==> config.mk <==
export PLATFORM = sky130hd
export DESIGN_NAME = mc_control
export DESIGN_NICKNAME = d
export VERILOG_FILES = /design/src/rtl/mc_pkg.sv /design/src/rtl/mc_mdu_tracker.sv /design/src/rtl/mc_control.sv
export SDC_FILE = /design/constraint.sdc
export NUM_CORES = 1
export LEC_CHECK = 0
export ABC_AREA = 1
export BUFFER_PORTS_ARGS = -buffer_cell sky130_fd_sc_hd__buf_2
export CORE_AREA = 2 2 65 42
export DETAILED_ROUTE_END_ITERATION = 8
export DIE_AREA = 0 0 67 44
export SLEW_MARGIN = 20
export SYNTH_ARGS = -nofsm -noshare
export SYNTH_HDL_FRONTEND = slang
export SYNTH_SLANG_ARGS = --single-unit
==> constraint.sdc <==
create_clock -name clk -period 2.2 [get_ports clk]
set_input_delay 0.22 -clock clk [delete_from_list [all_inputs] [get_ports clk]]
set_output_delay 0.22 -clock clk [all_outputs]
set_load 0.03 [all_outputs]
==> src/rtl/mc_pkg.sv <==
// Shared definitions for the multi-cycle MIPS control unit: FSM states,
// datapath select encodings, opcode/funct constants and the instruction decoder.
package mc_pkg;

    typedef enum logic [3:0] {
        S_FETCH, S_DECODE, S_EXEC_R, S_EXEC_I, S_MEM_ADDR,
        S_MEM_RD, S_MEM_WR, S_WB, S_BRANCH, S_JUMP
    } state_e;

    typedef enum logic [3:0] {
        I_ILL, I_ADD, I_SUB, I_ORI, I_LUI, I_LW, I_SW, I_BEQ,
        I_J, I_JAL, I_JR, I_MULT, I_DIV, I_MFHI, I_MFLO
    } instr_e;

    localparam logic [2:0] ALU_ADD    = 3'b000;
    localparam logic [2:0] ALU_SUB    = 3'b001;
    localparam logic [2:0] ALU_OR     = 3'b010;
    localparam logic [2:0] ALU_PASS_B = 3'b011;

    localparam logic [1:0] EXT_ZERO  = 2'b00;
    localparam logic [1:0] EXT_SIGN  = 2'b01;
    localparam logic [1:0] EXT_SHIFT = 2'b10;
    localparam logic [1:0] EXT_LUI   = 2'b11;

    localparam logic [1:0] PC_PLUS4  = 2'b00;
    localparam logic [1:0] PC_BRANCH = 2'b01;
    localparam logic [1:0] PC_JUMP   = 2'b10;
    localparam logic [1:0] PC_RS     = 2'b11;

    localparam logic [1:0] RD_RT  = 2'b00;
    localparam logic [1:0] RD_RD  = 2'b01;
    localparam logic [1:0] RD_R31 = 2'b10;

    localparam logic [2:0] WB_ALU = 3'b000;
    localparam logic [2:0] WB_DM  = 3'b001;
    localparam logic [2:0] WB_PC4 = 3'b010;
    localparam logic [2:0] WB_HI  = 3'b011;
    localparam logic [2:0] WB_LO  = 3'b100;

    localparam logic [5:0] OP_RTYPE = 6'b000000;
    localparam logic [5:0] OP_ORI   = 6'b001101;
    localparam logic [5:0] OP_LUI   = 6'b001111;
    localparam logic [5:0] OP_LW    = 6'b100011;
    localparam logic [5:0] OP_SW    = 6'b101011;
    localparam logic [5:0] OP_BEQ   = 6'b000100;
    localparam logic [5:0] OP_J     = 6'b000010;
    localparam logic [5:0] OP_JAL   = 6'b000011;

    localparam logic [5:0] FN_ADD  = 6'b100000;
    localparam logic [5:0] FN_SUB  = 6'b100010;
    localparam logic [5:0] FN_JR   = 6'b001000;
    localparam logic [5:0] FN_MULT = 6'b011000;
    localparam logic [5:0] FN_DIV  = 6'b011010;
    localparam logic [5:0] FN_MFHI = 6'b010000;
    localparam logic [5:0] FN_MFLO = 6'b010010;

    function automatic instr_e decode_instr(input logic [5:0] op, input logic [5:0] func);
        instr_e r;
        r = I_ILL;
        case (op)
            OP_RTYPE: begin
                case (func)
                    FN_ADD:  r = I_ADD;
                    FN_SUB:  r = I_SUB;
                    FN_JR:   r = I_JR;
                    FN_MULT: r = I_MULT;
                    FN_DIV:  r = I_DIV;
                    FN_MFHI: r = I_MFHI;
                    FN_MFLO: r = I_MFLO;
                    default: r = I_ILL;
                endcase
            end
            OP_ORI:  r = I_ORI;
            OP_LUI:  r = I_LUI;
            OP_LW:   r = I_LW;
            OP_SW:   r = I_SW;
            OP_BEQ:  r = I_BEQ;
            OP_J:    r = I_J;
            OP_JAL:  r = I_JAL;
            default: r = I_ILL;
        endcase
        return r;
    endfunction

endpackage

==> src/rtl/mc_mdu_tracker.sv <==
// Busy tracker for the background multiply/divide unit: a down-counter
// loaded on each start pulse with the latency of the selected operation.
module mc_mdu_tracker #(
    parameter int MUL_LAT = 5,
    parameter int DIV_LAT = 10
) (
    input  logic clk,
    input  logic rst_n,
    input  logic start_i,
    input  logic mode_i,
    output logic busy_o
);
    localparam int MAX_LAT = (MUL_LAT > DIV_LAT) ? MUL_LAT : DIV_LAT;
    localparam int CW      = $clog2(MAX_LAT + 1);

    logic [CW-1:0] cnt_q, cnt_d;

    // The start cycle is the first of the LAT busy cycles, hence LAT-1.
    always_comb begin
        cnt_d = cnt_q;
        if (start_i)
            cnt_d = mode_i ? CW'(DIV_LAT - 1) : CW'(MUL_LAT - 1);
        else if (cnt_q != '0)
            cnt_d = cnt_q - CW'(1);
    end

    always_ff @(posedge clk or negedge rst_n) begin
        if (!rst_n) cnt_q <= '0;
        else        cnt_q <= cnt_d;
    end

    assign busy_o = (cnt_q != '0);

endmodule

==> src/rtl/mc_control.sv <==
// Multi-cycle MIPS control FSM with imem/dmem ready handshakes.
// Define MC_CTRL_MDU_EN to decode mult/div/mfhi/mflo and track the MDU.
module mc_control
    import mc_pkg::*;
#(
    parameter int MUL_LAT = 5,
    parameter int DIV_LAT = 10
) (
    input  logic       clk,
    input  logic       rst_n,
    input  logic [5:0] op,
    input  logic [5:0] func,
    input  logic       zero,
    input  logic       imem_ready,
    input  logic       dmem_ready,
    output logic       imem_req,
    output logic       pc_we,
    output logic       ir_we,
    output logic [1:0] pc_src,
    output logic [2:0] alu_op,
    output logic       alu_srcb,
    output logic [1:0] ext_op,
    output logic       grf_we,
    output logic [1:0] reg_dst,
    output logic [2:0] wb_sel,
    output logic       dmem_re,
    output logic       dmem_we,
    output logic       mdu_start,
    output logic       mdu_mode,
    output logic       stall,
    output logic       illegal
);
    state_e     state_q;
    instr_e     instr_raw, instr;
    logic       mdu_op, mdu_busy;
    logic [2:0] wb_rsel;

    assign instr_raw = decode_instr(op, func);
    assign mdu_op    = instr_raw inside {I_MULT, I_DIV, I_MFHI, I_MFLO};

`ifdef MC_CTRL_MDU_EN
    assign instr     = instr_raw;
    assign stall     = (state_q == S_DECODE) && mdu_op && mdu_busy;
    assign mdu_start = (state_q == S_DECODE) && (instr inside {I_MULT, I_DIV}) && !mdu_busy;
    assign mdu_mode  = mdu_start && (instr == I_DIV);
    assign wb_rsel   = (instr == I_MFHI) ? WB_HI : (instr == I_MFLO) ? WB_LO : WB_ALU;

    mc_mdu_tracker #(
        .MUL_LAT (MUL_LAT),
        .DIV_LAT (DIV_LAT)
    ) u_mdu (
        .clk     (clk),
        .rst_n   (rst_n),
        .start_i (mdu_start),
        .mode_i  (mdu_mode),
        .busy_o  (mdu_busy)
    );
`else
    assign instr     = mdu_op ? I_ILL : instr_raw;
    assign mdu_busy  = 1'b0;
    assign stall     = 1'b0;
    assign mdu_start = 1'b0;
    assign mdu_mode  = 1'b0;
    assign wb_rsel   = WB_ALU;
`endif

    // The IR is held from DECODE onward, so later states re-read op/func.
    always_ff @(posedge clk or negedge rst_n) begin
        if (!rst_n) begin
            state_q <= S_FETCH;
        end else begin
            case (state_q)
                S_FETCH:  if (imem_ready) state_q <= S_DECODE;
                S_DECODE: begin
                    case (instr)
                        I_ADD, I_SUB:         state_q <= S_EXEC_R;
                        I_ORI, I_LUI:         state_q <= S_EXEC_I;
                        I_LW, I_SW:           state_q <= S_MEM_ADDR;
                        I_BEQ:                state_q <= S_BRANCH;
                        I_J, I_JAL, I_JR:     state_q <= S_JUMP;
                        I_MULT, I_DIV:        state_q <= mdu_busy ? S_DECODE : S_FETCH;
                        I_MFHI, I_MFLO:       state_q <= mdu_busy ? S_DECODE : S_WB;
                        default:              state_q <= S_FETCH;
                    endcase
                end
                S_EXEC_R, S_EXEC_I: state_q <= S_WB;
                S_MEM_ADDR: state_q <= (instr == I_LW) ? S_MEM_RD : S_MEM_WR;
                S_MEM_RD, S_MEM_WR: if (dmem_ready) state_q <= S_FETCH;
                default:  state_q <= S_FETCH;
            endcase
        end
    end

    always_comb begin
        imem_req = 1'b0;
        pc_we    = 1'b0;
        ir_we    = 1'b0;
        pc_src   = PC_PLUS4;
        alu_op   = ALU_ADD;
        alu_srcb = 1'b0;
        ext_op   = EXT_ZERO;
        grf_we   = 1'b0;
        reg_dst  = RD_RT;
        wb_sel   = WB_ALU;
        dmem_re  = 1'b0;
        dmem_we  = 1'b0;
        illegal  = 1'b0;
        case (state_q)
            S_FETCH: begin
                imem_req = 1'b1;
                pc_we    = imem_ready;
                ir_we    = imem_ready;
            end
            S_DECODE: illegal = (instr == I_ILL);
            S_EXEC_R: begin
                alu_op  = (instr == I_SUB) ? ALU_SUB : ALU_ADD;
                reg_dst = RD_RD;
            end
            S_EXEC_I: begin
                alu_srcb = 1'b1;
                alu_op   = (instr == I_LUI) ? ALU_PASS_B : ALU_OR;
                ext_op   = (instr == I_LUI) ? EXT_LUI : EXT_ZERO;
            end
            S_MEM_ADDR: begin
                alu_srcb = 1'b1;
                ext_op   = EXT_SIGN;
            end
            S_MEM_RD: begin
                dmem_re = 1'b1;
                grf_we  = dmem_ready;
                wb_sel  = WB_DM;
            end
            S_MEM_WR: dmem_we = 1'b1;
            S_WB: begin
                grf_we  = 1'b1;
                reg_dst = (instr inside {I_ADD, I_SUB, I_MFHI, I_MFLO}) ? RD_RD : RD_RT;
                wb_sel  = wb_rsel;
            end
            S_BRANCH: begin
                alu_op = ALU_SUB;
                pc_src = PC_BRANCH;
                pc_we  = zero;
            end
            S_JUMP: begin
                pc_we  = 1'b1;
                pc_src = (instr == I_JR) ? PC_RS : PC_JUMP;
                if (instr == I_JAL) begin
                    grf_we  = 1'b1;
                    reg_dst = RD_R31;
                    wb_sel  = WB_PC4;
                end
            end
            default: ;
        endcase
    end

endmodule

==> results.md <==
* Syn_area_per_cell at 5.57 sq um
* Layout Cells excl Fill at 218
* CTS tree: built
* Outcome: finished clean
* WL/cell at 10.3 microns
* RSZ-0062 raised after global routing: no
* DRC viols at 0
* Clock Latency Late Sink at 0.22 ns
* Final #Nets at 205
* Leading area contributor after synthesis: inv_1
* Cell area after synthesis at 836 sq um
* Syn Inst Count at 150
* Post-synth top area share at 12.1%
* Largest register FFs at 4
* Worst path required time at 1.98 ns
* Fin. max-slew vios at 0
* VDD IR max at 0.000545 V
* 1st-iter DRT viols at 49
* Via count at 1014
* Placed Cells at 214
* GRT Residual Overflow at 0
* Internal power at 404 uW
* Die width at 67 microns
* Synthesis-to-finish area growth at 28.3%
* WP data arrival at 1.81 ns
* Post-CTS resize count at 0
* Crit end category: output pin
* Cell row count at 14
* Seq/Total Area, Yosys at 12.0%
* Clk root buf: clkbuf_8
* PD cells at 887 mW/mm^2
* F_max at 0.493 GHz
* Final worst-path cycle share at 92.1%
* Die ar. at 0.00295 sq mm
* Sequential share of power at 14.9%
* Fin util at 45.0%
* DP HPWL at 1.98 mm
* Core Box Area at 0.00238 sq mm
* Clock slew at reported path FFs at 0.03 ns
* Final Cell Area at 0.00107 sq mm
* Synth Warn # at 0
* P_leak at 0.616 nW
* Total power at 951 uW
* Via/cell ratio at 4.65
* Post-route ant nets at 0
* Clock Sink Count at 4
* Max_cap viols at 0
* Final setup fails at 0
* Min Tclk post-route at 2.03 ns
* Vias in the first global route at 904
* Starting Density at 35.1%
* Critical path fanouts, max at 5
* TritonCTS Buffers at 3
* Sw Pwr at 548 uW
* CTS H-Tree Depth at 1
* First-pass GRT wire length at 3.84 mm
* Crit path launch type: flip-flop
* Initial antenna violation count at 0
* Share of post-route cells with drive strength above 1 at 35.5%
* Sw Ratio at 57.6%
* Filler cells at 263
* RePlAce Congestion at 0.909
* DRT Wirelength at 2.24 mm
* Most common cell after layout, fill and taps aside: buf_2
* Largest net degree at the start of global routing at 7
* Share of total power in the clock network at 16.3%
* Synthesized flop and latch total at 4
* Most frequent cells in the layout: buf_2 (34), inv_1 (27), nor2_1 (24), nand2_1 (24), nand3_1 (16)
* I/O Buffers at 34
* GR Util All Layers at 17.1%
* Setup TNS at 0 ns
* Pre-antenna DRT Iters at 4
* Crit path kind: flip-flop to output pin
* Largest Register: state_q
* Longest Clk Path Bufs at 2
* HP Class: input pin to flip-flop
* Final hold viol count at 0
* # diodes at 0
* Top area cells in the synthesized netlist: inv_1 (12%), dfrtp_1 (12%), nand2_1 (11%), nor2_1 (11%), nand3_1 (9.6%)
* IO Pins at 40
* Placed cell area at 0.00102 sq mm
* Combinational share of power at 68.8%
* Regs by FF count: state_q x4
* Die Span Y at 44 microns
* Distinct cells, synth at 27
* Final Skew at 0.00263 ns
* Postcts setup bufs at 0
-- Yosys cell counts --
master,instances
conb_1,1
dfrtp_1,4
nand4_1,2
nand4_2,1
and2_2,1
nor3_1,3
inv_1,27
nor2_4,1
o21ai_2,1
nand3_1,16
and3_4,1
o221ai_1,1
o211ai_1,3
o21ai_1,1
inv_2,5
nand2_1,24
clkinv_1,1
nand2_2,2
nand3_2,5
nor2_2,9
nand3b_1,1
or2_1,1
nor3_2,2
nor2_1,24
a21oi_1,5
o21ai_0,2
buf_4,6
-- metal layers --
layer / routed length [microns] / GRT usage, %
met1: 1230 / 26.6
met2: 797 / 23.6
met3: 215 / 5.19
met4: 0 / 1.22
met5: 0 / 0
-- through the flow --
stage               hold WS, ns  setup WS (ns)
floorplan               -0.0756         0.0200
global placement         0.0277          0.443
detailed placement       0.0329          0.397
CTS                       0.280          0.191
global route              0.302         0.0106
finish                    0.284          0.173
-- worst max-delay path, stage by stage (launching register included) --
cell and delay (ns):
dfrtp_1 0.41, nor2_1 0.11, inv_1 0.08, nor2_1 0.24
nand2_1 0.15, nor2_1 0.15, inv_1 0.10, o211ai_1 0.11
buf_2 0.23
-- power by group through the flow --
stage,Combinational (mW),Sequential [mW],Clock (mW)
final,0.655,0.142,0.155
after global routing,0.722,0.147,0.167
after CTS,0.652,0.142,0.157
after detailed placement,0.646,0.143,0
after global placement,0.652,0.142,0
after floorplan,0.497,0.131,0
-- kinds of logic (layout without fill, tap and decap cells) --
group                  after synthesis  after routing  share of synthesized area [%]
and+or+nand+nor                     93             93                           57.8
DFF                                  4              4                           12.0
other                                1              5                          0.449
AOI/OAI and AO/OA                   13             13                           9.58
buffers and inverters               39             71                           20.2
-- path summary, 6_finish.rpt --
check,start,endpoint,slack [ns],depth (start not counted)
min reg2reg,state_q[1],state_q[1],0.70,2
min,dmem_ready,state_q[2],0.28,2
max reg2reg,state_q[0],state_q[0],0.65,9
max,state_q[2],alu_op[0],0.17,8
max in group asynchronous,rst_n,state_q[0],1.73,2
min in group asynchronous,rst_n,state_q[3],0.34,2
-- cell type report --
| type | instances | area, sq um | share of cell area [%] |
|---|---|---|---|
| sequential | 4 | 100 | 9.33 |
| clock buffer | 3 | 41.3 | 3.85 |
| multi-input combinational | 111 | 587 | 54.7 |
| timing repair buffer | 35 | 180 | 16.8 |
| tap | 32 | 40.0 | 3.73 |
| inverter | 33 | 124 | 11.6 |
-- what timing repair did --
item | in CTS | in global routing
endpoints found under the hold margin | 4 | 0
setup endpoints to repair | 0 | 0
hold buffers | 1 | 0
Power figures use the tool's default switching activity.
